## config.mk

```make
export PLATFORM = sky130hd
export DESIGN_NAME = console_input_mux
export DESIGN_NICKNAME = d
export VERILOG_FILES = /design/src/rtl/console_input_mux.sv
export SDC_FILE = /design/constraint.sdc
export NUM_CORES = 1
export LEC_CHECK = 0
export CORE_ASPECT_RATIO = 2
export CORE_MARGIN = 2
export CORE_UTILIZATION = 26
export DETAILED_ROUTE_END_ITERATION = 12
export SYNTH_ARGS = -nofsm -noshare
export SYNTH_HDL_FRONTEND = slang
export SYNTH_SLANG_ARGS = --single-unit
```

## constraint.sdc

```tcl
create_clock -name clk -period 6.7 [get_ports clk]
set_input_delay 1.34 -clock clk [delete_from_list [all_inputs] [get_ports clk]]
set_output_delay 1.34 -clock clk [all_outputs]
set_load 0.02 [all_outputs]
```

## src/rtl/console_input_mux.sv

```systemverilog
// console_input_mux: per-channel byte FIFOs merged round-robin into one tagged stream with optional VT100 escape lock
module console_input_mux #(
  parameter int NUM_CHANNELS = 4,
  parameter int DEPTH = 16,
  parameter int ESC_LOCK = 1,
  parameter int LOCK_TIMEOUT = 1024,
  localparam int CW = NUM_CHANNELS > 1 ? $clog2(NUM_CHANNELS) : 1
) (
  input  logic clk,
  input  logic rst,
  input  logic [NUM_CHANNELS-1:0] in_valid,
  input  logic [8*NUM_CHANNELS-1:0] in_data,
  output logic out_valid,
  input  logic out_ready,
  output logic [7:0] out_data,
  output logic [CW-1:0] out_channel,
  output logic [NUM_CHANNELS-1:0] overflow,
  input  logic [NUM_CHANNELS-1:0] overflow_clear,
  output logic locked
);
  localparam int AW = $clog2(DEPTH);
  localparam int TW = LOCK_TIMEOUT > 1 ? $clog2(LOCK_TIMEOUT) : 1;
  localparam logic [AW:0] FULL = (AW+1)'(DEPTH);
  localparam logic [TW-1:0] TMAX = TW'(LOCK_TIMEOUT - 1);
  typedef enum logic [1:0] {UNLOCKED, LOCK_FIRST, LOCKED} lock_t;
  lock_t state, state_n;
  logic [7:0] mem [NUM_CHANNELS][DEPTH];
  logic [AW-1:0] wr_ptr [NUM_CHANNELS];
  logic [AW-1:0] rd_ptr [NUM_CHANNELS];
  logic [AW:0] cnt [NUM_CHANNELS];
  logic [NUM_CHANNELS-1:0] ready_ch, pop, push;
  logic [CW-1:0] last, gnt, idx, lock_ch;
  logic [TW-1:0] timer;
  logic [7:0] gnt_byte;
  logic lk, any, go, tmo;
  assign lk = ESC_LOCK != 0 && state != UNLOCKED;
  assign locked = lk;
  assign go = (!out_valid || out_ready) && any;
  assign gnt_byte = mem[gnt][rd_ptr[gnt]];
  assign tmo = lk && cnt[lock_ch] == '0 && timer == TMAX;
  always_comb begin
    for (int i = 0; i < NUM_CHANNELS; i++) begin
      ready_ch[i] = cnt[i] != '0 && (!lk || lock_ch == CW'(i));
      pop[i] = go && gnt == CW'(i);
      push[i] = in_valid[i] && (cnt[i] != FULL || pop[i]);
    end
  end
  always_comb begin
    gnt = last;
    any = 1'b0;
    idx = last;
    for (int k = 0; k < NUM_CHANNELS; k++) begin
      idx = idx == CW'(NUM_CHANNELS - 1) ? '0 : idx + 1'b1;
      if (!any && ready_ch[idx]) begin
        gnt = idx;
        any = 1'b1;
      end
    end
  end
  always_comb begin
    state_n = state;
    if (go) begin
      if (gnt_byte == 8'h1B) state_n = LOCK_FIRST;
      else if (state == LOCK_FIRST) state_n = (gnt_byte == 8'h5B || gnt_byte == 8'h5D) ? LOCKED : UNLOCKED;
      else if (state == LOCKED && ((gnt_byte >= 8'h40 && gnt_byte <= 8'h7E) || gnt_byte == 8'h07 || gnt_byte == 8'h18))
        state_n = UNLOCKED;
    end else if (tmo) state_n = UNLOCKED;
    if (ESC_LOCK == 0) state_n = UNLOCKED;
  end
  always_ff @(posedge clk) begin
    for (int i = 0; i < NUM_CHANNELS; i++)
      if (push[i]) mem[i][wr_ptr[i]] <= in_data[8*i +: 8];
  end
  always_ff @(posedge clk) begin
    if (rst) begin
      state <= UNLOCKED;
      lock_ch <= '0;
      timer <= '0;
      last <= CW'(NUM_CHANNELS - 1);
      out_valid <= 1'b0;
      out_data <= '0;
      out_channel <= '0;
      overflow <= '0;
      for (int i = 0; i < NUM_CHANNELS; i++) begin
        wr_ptr[i] <= '0;
        rd_ptr[i] <= '0;
        cnt[i] <= '0;
      end
    end else begin
      state <= state_n;
      timer <= (go || state_n == UNLOCKED) ? '0 : (lk && cnt[lock_ch] == '0) ? timer + 1'b1 : timer;
      if (go && gnt_byte == 8'h1B) lock_ch <= gnt;
      if (!out_valid || out_ready) out_valid <= any;
      if (go) begin
        out_data <= gnt_byte;
        out_channel <= gnt;
        last <= gnt;
      end
      for (int i = 0; i < NUM_CHANNELS; i++) begin
        if (push[i]) wr_ptr[i] <= wr_ptr[i] + 1'b1;
        if (pop[i]) rd_ptr[i] <= rd_ptr[i] + 1'b1;
        cnt[i] <= cnt[i] + (AW+1)'(push[i]) - (AW+1)'(pop[i]);
        overflow[i] <= (in_valid[i] && !push[i]) || (overflow[i] && !overflow_clear[i]);
      end
    end
  end
endmodule

```

# Yosys cells after proc, flatten, opt, wreduce, memory -nomap -nowiden
# Memory sizes are Yosys's and may differ from the RTL's. A register that Yosys moved wholly into a read port is not among the register bits.
# Index checks and enable logic that the tools add are counted.
totals:
  wordCells: 242
  n_memories: 4
  out_inout_bits: 16
  input_bits: 43
  ram_bits: 564
  ff_bits: 31
memory_table:
  columns: ["memory", "words", "width", "read_ports", "rd_clocked_by_memory_dff", "wr", "line", "source"]
  rows:
  - ["mem", 4, 128, 1, 0, 4, "27", "logic [7:0] mem [NUM_CHANNELS][DEPTH];"]
  - ["cnt", 4, 5, 5, 1, 4, "30", "logic [AW:0] cnt [NUM_CHANNELS];"]
  - ["rd_ptr", 4, 4, 5, 0, 4, "29", "logic [AW-1:0] rd_ptr [NUM_CHANNELS];"]
  - ["wr_ptr", 4, 4, 4, 0, 4, "28", "logic [AW-1:0] wr_ptr [NUM_CHANNELS];"]
op_classes:
  n_bitwise: 17
  order_cmp: 15
  eq_ne: 22
  n_addsub: 21
  muxes: 82
  n_reduce_logical: 73
op_table:
  columns: ["cell", "count"]
  rows:
  - ["128-bit two-way mux", 4]
  - ["8-bit demux with 4-bit select", 4]
  - ["8-bit two-way mux", 6]
  - ["1-bit two-way mux", 35]
  - ["1-bit logical AND", 33]
  - ["4-bit by 1-bit adder with 4-bit output, second input constant", 8]
  - ["8-bit binary-select mux with 4-bit select", 1]
  - ["2-bit two-way mux", 16]
  - ["4-bit two-way mux", 8]
  - ["5-bit greater-or-equal comparator, second input constant", 5]
  - ["4-bit NOT with 5-bit output", 5]
  - ["5-bit by 1-bit adder with 5-bit output", 4]
  - ["5-bit by 1-bit < comparator with 1-bit output, second input constant", 4]
  - ["5-bit two-way mux", 4]
  - ["5-bit inequality test, second input constant", 4]
  - ["5-bit nonzero test", 4]
  - ["5-bit by 1-bit subtractor with 5-bit output", 4]
  - ["2-bit equality test, second input constant", 9]
  - ["1-bit logical OR", 17]
  - ["8-bit by 5-bit equality test with 1-bit output, second input constant", 2]
  - ["8-bit by 7-bit equality test with 1-bit output, second input constant", 2]
  - ["1-bit zero test", 13]
  - ["2-bit by 3-bit < comparator with 1-bit output, second input constant", 4]
  - ["1-bit OR", 12]
  - ["12 further kinds", 22]

# Logic depth before layout (Yosys ltp)
# Gate-level depths: netlist of run 1.
# An unclocked memory read counts as a cell.
depth:
  ltp_word: 33
  mapped_depth: 25
  mapped_depth_nobuf: 20

# Worst setup path before layout of run 1
# Ideal clock, no wire load.
synth_timing:
  path_type: "register -> register"
  start: "memory cnt[0][2] in the netlist's numbering"
  end: "memory cnt[3][4] in the netlist's numbering"
  setup_time_ns: 0.070
  path_stages_with_launch: 25
  setup_slack_ns: 1.600
  t_arrival_ns: 5.030
  n_path_buf: 5
  cell_sequence: "dfxtp_1 > inv_1 > ha_1 > nor4b_4 > or2_1 > mux4_2 > nor4b_4 > a2111oi_4 > buf_6 > buf_4 > buf_4 > buf_4 > buf_2 > nor2_1 > or4_1 > nand2_1 > inv_2 > ha_1 > inv_1 > fa_1 > inv_1 > a21oi_1 > nor2_1 > or3_1 > a21oi_1"
synth_rtl:
  columns: ["item", "line"]
  rows:
  - ["start: declaration", "30"]

# Final worst setup path of run 1
layout_timing:
  start: "register state[1]"
  end: "register state[1]"
layout_between:
  elab_chain_cells: 30
  word_cells_on_any_way: 61
layout_lines:
  columns: ["item", "line", "source"]
  rows:
  - ["start: declaration", "26", "lock_t state, state_n;"]
  - ["start signal: assignment", "90", "state <= state_n;"]
  - ["2-bit nonzero test", "36", "assign lk = ESC_LOCK != 0 && state != UNLOCKED;"]
  - ["1-bit zero test", "43", "ready_ch[i] = cnt[i] != '0 && (!lk || lock_ch == CW'(i));"]
  - ["1-bit logical OR", "43", null]
  - ["1-bit logical AND", "43", null]
  - ["1-bit binary-select mux with 2-bit select", "54", "if (!any && ready_ch[idx]) begin"]
  - ["1-bit two-way mux (implied by the code)", "54", null]
  - ["1-bit two-way mux", "54", null]
  - ["1-bit zero test", "54", null]
  - ["[13 not listed]", null, null]
  - ["8-bit by 7-bit greater-or-equal comparator with 1-bit output or 8-bit by 7-bit <= comparator with 1-bit output (tied branches)", "65", "else if (state == LOCKED && ((gnt_byte >= 8'h40 && gnt_byte <= 8'h7E) || gnt_byte == 8'h07 || gnt_byte == 8'h1 ..."]
  - ["1-bit logical AND", "65", null]
  - ["1-bit logical OR (2 in a row)", "65", null]
  - ["1-bit logical AND", "65", null]
  - ["2-bit two-way mux", "65", null]
  - ["2-bit two-way mux", "64", "else if (state == LOCK_FIRST) state_n = (gnt_byte == 8'h5B || gnt_byte == 8'h5D) ? LOCKED : UNLOCKED;"]
  - ["2-bit two-way mux", "63", "if (gnt_byte == 8'h1B) state_n = LOCK_FIRST;"]
  - ["2-bit two-way mux (*)", "62", "if (go) begin"]
# Every way passes the cells marked *; elsewhere a longest branch is shown, timed or not. The select of a mux whose other input is x is not followed.
# A chain may end at the register's enable or synchronous reset.

==> results by group, run 1 <==
Timing
  – RSZ-0062 raised after global routing: false
  – Slew Limit Fails: 0
  – Minimum clock period: 6.08 ns
  – Min Hold Slack: approximately 0.46 ns
  – Fmax: 165 MHz
  – Tcrit/Tclk final: 90.7%
  – Max_slew headroom: about a tenth
  – Worst-Margin Slew: approximately 1.3 ns
  – # setup viols final: 0
  – Hold Violations, Final: 0
  – Setup TNS Final: 0 ns
  – Worst Skew: 0.0207 ns

Worst hold path
  – Worst hold path startpoint: out_channel[1]
  – WHS Path Cells: 2
  – HP Class: reg2reg

Worst setup path
  – CP Data Required Time: between 7 and 8 ns
  – CP max FO: 67
  – Path length in cells of the critical path: 15
  – Worst r2r src: state[1]
  – Max stage delay on crit path: approximately 0.72 ns
  – Critical Path End: state[1]
  – Slowest-stage cell, CP: a2111oi_4
  – Worst Path Class, Setup: reg2reg
  – Delay-heaviest family, CP: compound AO/OA/AOI/OAI gates
  – R2R depth: 15
  – R2R Setup Slk: 0.62 ns
  – CP arrival: 6.55 ns
  – R2R Path End: state[1]
  – Worst setup path start: state[1]
  – Startpoint Class: flip-flop
  – Critical path cell sequence: nor2_1, o21ai_0, mux4_2, nor4b_4, a2111oi_4, buf_12, buf_12, mux4_2, a221oi_1, o21ai_0, a22oi_1, buf_4, nand3_1, a2111oi_0, o31ai_1
  – Critical path capture point type: flip-flop
  – Crit path buf inv count: 3

Place
  – Port-buffer cells: 58
  – Post-DP HPWL: about 58000 um
  – Dpl cell area: ~28000 um2
  – RePlAce Congestion: about 0.89

Die
  – Placeable Area: slightly below 100000 um2
  – # IOs: 59
  – Die area: 102000 um2
  – Die H: 451 um
  – Starting Density: approximately a quarter
  – Die Width: 227 um
  – Rows: 163

Route
  – Vias post-DR: between 15000 and 20000
  – Drt initial violations: 1475
  – DR WL/cell: about 24 um
  – Post-route ant nets: 0
  – DRC violations left: 0
  – First-pass DRT Iterations: 7
  – Vias/cell: ~4.8
  – Final WL: 78200 um

Synthesis
  – Seq/Total Area, Yosys: 67.1%
  – Async SR Flop Fraction: 0%
  – EDFF count, synth: approximately 540
  – Top area cells in the synthesized netlist: edfxtp_1 (63%), mux2i_1 (8.0%), dfxtp_1 (4.1%)
  – Leading area contributor after synthesis: edfxtp_1
  – Mean post-synth cell area: 14.7 um2
  – Synth Instances: between 1500 and 2000
  – Synth unique cells: 73
  – Ys flop type: edfxtp_1
  – Post-synth top area share: approximately 63%
  – Mapped Area: between 20000 and 30000 um2
  – YS warnings: 0
  – Syn Nets: 1854
  – Number of synthesized register bits: between 500 and 600

Clock network
  – Clock root cell: clkbuf_16
  – Clk slew on worst S/H paths: ~0.07 ns
  – # clock sinks: 597
  – Clk_lat worst skew: between 0.6 and 0.7 ns
  – TritonCTS clock tree: done
  – Setup Fix Bufs, Post-CTS: 0
  – Post-CTS sizing: 0
  – CTS Buf Count: between 40 and 50
  – Post-CTS Hold Buffers: 0
  – CTS H-tree depth: 2
  – CTS Buffer Depth: 3

Finish
  – Commonest non-fill, non-tap cells in the layout: edfxtp_1 (544), mux2i_1 (204), nor2_1 (111)
  – Design area: 29900 um2
  – Layout cells sized above 1: a little over a tenth
  – P&R area growth vs syn: 15.2%
  – Most common cell after layout, fill and taps aside: edfxtp_1
  – Final core occ: between 30 and 40%
  – Layout Nets: ~1900

Global routing
  – Largest net degree at the start of global routing: 82
  – Gr ovfl total: 0
  – GRT Resource Usage Total: 15.2%
  – Initial antenna violation count: 3
  – Vias in the first global route: about 16000
  – First-pass GRT wire length: between 100000 and 150000 um

Job
  – Maxcap violations: 0

Run status
  – Status: finished, final reports clean
-- flip-flops by register name, indices dropped and copies added, names as in the netlist, named ones only --
name and count:
last 2, out_valid 1, lock_ch 2, timer 10, overflow 4, rd_ptr 16, mem 512, out_data 8
state 2, cnt 20, out_channel 2, wr_ptr 16
-- cell type report --
class                           instances  area (um2)
Antenna cell                            2        5.00
Clock buffer                           55        1250
Clock inverter                         35         405
Fill cell                            9799       68800
Inverter                               59         221
Multi-Input combinational cell       1012        7870
Sequential cell                       597       17400
Tap cell                             1320        1650
Timing Repair Buffer                  116        1070
-- cells in the mapped netlist (5+ instances only) --
cell,n
a2111oi_0,5
a211oi_1,92
a21oi_1,41
a221oi_1,5
a22oi_1,5
a311o_1,6
a311oi_1,14
a31oi_1,7
a32oi_1,5
and2_1,65
and3_1,15
buf_1,6
buf_2,31
buf_4,18
buf_6,6
clkbuf_1,32
dfxtp_1,53
edfxtp_1,544
ha_1,46
inv_1,58
mux2_2,9
mux2i_1,206
mux4_2,24
nand2_1,99
nand2b_1,14
nand3_1,13
nand4_1,5
nor2_1,112
nor2b_1,28
nor3_1,38
nor4_1,6
o211ai_1,6
o21ai_0,18
or2_2,6
or3_1,12
or4_1,5
xnor2_1,18
xor2_1,20
-- per-stage QoR --
| stage | worst slack (ns) | instances |
|---|---|---|
| 4_1_cts | 0.536 | 3194 |
| 5_1_grt | 0.309 | 3195 |
| 3_3_place_gp | 0.707 | 3104 |
| 3_5_place_dp | 0.573 | 3104 |
| 2_1_floorplan | 1.60 | 1761 |
| 6_report | 0.625 | 3196 |
-- cell families (layout without fill, tap and decap cells) --
family,after synthesis,after routing,share of synthesized area (%)
AND/OR/NAND/NOR,439,439,8.74
flip-flops,597,597,67.1
buffers and inverters,152,265,2.79
XOR/XNOR,38,38,1.28
adder cells (fa/ha/maj),50,50,2.53
AO/OA/AOI/OAI,241,241,6.75
other,0,2,0
multiplexers,244,244,10.8
-- worst register-to-register path, stage by stage (launching register included) --
cell,delay [ns]
dfxtp_1,0.37
nor2_1,0.54
o21ai_0,0.29
mux4_2,0.52
nor4b_4,0.16
a2111oi_4,0.72
buf_12,0.28
buf_12,0.33
mux4_2,0.64
a221oi_1,0.56
o21ai_0,0.27
a22oi_1,0.43
buf_4,0.21
nand3_1,0.08
a2111oi_0,0.41
o31ai_1,0.13
-- worst min path at each step --
stage	to	slack, ns
detailed placement	out_data[7]	0.45
global route	out_data[7]	0.48
finish	out_channel[1]	0.46
global placement	out_data[5]	0.44
CTS	out_data[7]	0.46
floorplan	timer[7]	0.48
-- metal layers --
metal	wire (um)	global-route usage, %
met2	42400	28.4
met3	2830	1.60
met5	12	0
met1	27700	15.9
met4	5200	9.34
Power of run 1 is left out: the tool's default activity adds up to more than one toggle a clock period on the data nets, which glitch-free logic cannot reach.
==> run 2: changes to the inputs <==
--- a/config.mk
+++ b/config.mk
@@ -9,6 +9,7 @@
 export CORE_MARGIN = 2
 export CORE_UTILIZATION = 26
 export DETAILED_ROUTE_END_ITERATION = 12
+export GPL_TIMING_DRIVEN = 0
 export SYNTH_ARGS = -nofsm -noshare
 export SYNTH_HDL_FRONTEND = slang
 export SYNTH_SLANG_ARGS = --single-unit
==> constraint.sdc (replaced) <==
create_clock -name clk -period 6.3 [get_ports clk]
set_input_delay 1.26 -clock clk [delete_from_list [all_inputs] [get_ports clk]]
set_output_delay 1.26 -clock clk [all_outputs]
set_load 0.02 [all_outputs]
==> run 2 against run 1 <==
Die area stayed put; sequential cell count unchanged; critical endpoint is now lock_ch[0]; first-iteration DRC count rose by 8.1%; clock skew rose by 0.0036 ns.
==> results by group, run 2 (synthesis results as in run 1) <==
Run status
  – Status: finished, final reports clean (unchanged)

Timing
  – RSZ-0062 raised after global routing: true (was false)
  – Hold Violations, Final: 0 (unchanged)
  – # setup viols final: 0 (unchanged)
  – Worst-Margin Slew: 1.19 ns (was 1.34 ns)
  – Worst Skew: 0.0243 ns (was 0.0207 ns)
  – Max_slew headroom: 20.3% (was 10.5%)
  – Tcrit/Tclk final: 98.9% (was 90.7%)
  – Slew Limit Fails: 0 (unchanged)
  – Min Hold Slack: 0.460 ns (was 0.457 ns)
  – Fmax: 161 MHz (was 165 MHz)
  – Minimum clock period: 6.23 ns (was 6.08 ns)

Worst setup path
  – Startpoint Class: flip-flop (unchanged)
  – CP max FO: 10 (was 67)
  – Max stage delay on crit path: 0.48 ns (was 0.72 ns)
  – Critical path's most frequent cell: buf_4
  – Critical path capture point type: flip-flop (unchanged)
  – Worst Path Class, Setup: reg2reg (unchanged)
  – Critical path cell sequence: inv_1, ha_1, or4b_1, o21a_1, o21ai_0, o221a_2, buf_4, buf_4, buf_4, buf_4, buf_4, clkbuf_4, a211oi_1, a211oi_1, a311oi_1, nor2_2, a32oi_1, a21oi_4, nor2_2, nand4b_4, mux2_1, nor2_1 (was nor2_1, o21ai_0, mux4_2, nor4b_4, a2111oi_4, buf_12, buf_12, mux4_2, a221oi_1, o21ai_0, a22oi_1, buf_4, nand3_1, a2111oi_0, o31ai_1)
  – Slowest-stage cell, CP: a21oi_4 (was a2111oi_4)
  – CP arrival: 6.75 ns (was 6.55 ns)
  – CP Data Required Time: 6.82 ns (was 7.18 ns)

Die
  – Die area: 102000 um2 (unchanged)
  – # IOs: 59 (unchanged)
  – Rows: 163 (unchanged)
  – Placeable Area: 98700 um2 (unchanged)
  – Die Width: 227 um (unchanged)
  – Starting Density: 26.3% (unchanged)
  – Die H: 451 um (unchanged)

Worst hold path
  – HP Class: reg2reg (unchanged)

Finish
  – Commonest non-fill, non-tap cells in the layout: edfxtp_1 (544), mux2i_1 (201), nand2_1 (97) (was edfxtp_1 (544), mux2i_1 (204), nor2_1 (111))
  – Most common cell after layout, fill and taps aside: edfxtp_1 (unchanged)
  – Layout Nets: 1971 (was 1927)
  – Max reg flops: 512 (unchanged)
  – P&R area growth vs syn: 16.2% (was 15.2%)
  – Design area: 30100 um2 (was 29900 um2)
  – Layout cells sized above 1: 13.2% (was 10.4%)

Clock network
  – CTS H-tree depth: 2 (unchanged)
  – Clk_lat worst skew: 0.61 ns (about the same)
  – CTS Buffer Depth: 3 (unchanged)
  – Clock root cell: clkbuf_16 (unchanged)
  – CTS Buf Count: 47 (was 48)
  – Clk slew on worst S/H paths: 0.07 ns (about the same)
  – Post-CTS Hold Buffers: 0 (unchanged)
  – TritonCTS clock tree: done (unchanged)
  – # clock sinks: 597 (unchanged)

Route
  – First-pass DRT Iterations: 5 (was 7)
  – Vias/cell: 4.96 (was 4.77)
  – Vias post-DR: 16100 (was 15300)
  – Final WL: 92800 um (was 78200 um)
  – Drt initial violations: 1594 (was 1475)
  – DRC violations left: 0 (unchanged)
  – Post-route ant nets: 0 (unchanged)
  – DR WL/cell: 28.7 um (was 24.5 um)

Global routing
  – Initial antenna violation count: 4 (was 3)
  – Largest net degree at the start of global routing: 20 (was 82)
  – First-pass GRT wire length: 128000 um (was 111000 um)
  – Gr ovfl total: 0 (unchanged)
  – Vias in the first global route: 16400 (was 15600)
  – GRT Resource Usage Total: 18.1% (was 15.2%)

Place
  – Port-buffer cells: 58 (unchanged)
  – RePlAce Congestion: 1.03 (was 0.892)
  – Dpl cell area: 28300 um2 (was 28200 um2)
  – Post-DP HPWL: 70500 um (was 57700 um)

Job
  – Maxcap violations: 0 (unchanged)
[run 2: cell count changes in the layout (fill, tap and decap cells not counted), sizes merged, moves of 4 or more]
cell      change
clkbuf       +36
buf           +4
clkinvlp      +4
inv           -4
[run 2: worst paths after layout]
check         startpoint     endpoint  slack [ns]  cells after the start
max            cnt[1][2]   lock_ch[0]        0.07                     22
min reg2reg  out_data[7]  out_data[7]        0.46                      2
max reg2reg    cnt[1][2]   lock_ch[0]        0.07                     22
min          out_data[7]  out_data[7]        0.46                      2
[run 2: timing repair]
item,CTS,global route
buffers inserted,2,0
gates resized for setup,44,25
endpoints found under the hold margin,0,0
pin swaps,2,1
endpoints found under the setup margin,487,173
[run 2: worst max-delay path: cells and delay by family (launching register included)]
kind | cells | cell delay [ns]
compound gates | 8 | 2.00
fa+ha+maj | 1 | 0.19
buf+inv | 7 | 1.98
flops | 1 | 0.34
mux | 1 | 0.36
simple gates | 5 | 1.25
[run 2: cell type report]
class | count | area [um2]
diodes | 2 | 5.00
fillers | 9781 | 68600
clock buffers | 52 | 1240
plain buffers | 92 | 542
repair buffers | 69 | 713
clock inverters | 33 | 357
flip-flops and latches | 597 | 17400
multi-input cells | 1012 | 8000
well taps | 1320 | 1650
inverters | 59 | 221
[run 2: metal layers]
metal	GRT usage, %	vias up	share of wire, %
met5	0	-	0.033
met4	16.1	6	11
met3	2.48	283	5.0
met2	32.7	756	52
met1	17.6	8058	32
li1	-	6947	-
[run 2: stage by stage]
| step | cells | worst slack [ns] | util [%] | TNS, ns |
|---|---|---|---|---|
| final | 3236 | 0.0715 | 30.5 | 0 |
| after global routing | 3234 | -0.138 | 30.5 | -0.138 |
| after CTS | 3234 | 0.00916 | 30.4 | 0 |
| after detailed placement | 3148 | -1.15 | 28.7 | -122.33 |
| after global placement | 3139 | -1.61 | 28.5 | -161.51 |
| after floorplan | 1761 | 1.20 | - | 0 |
Power of run 2 is left out for the same reason.
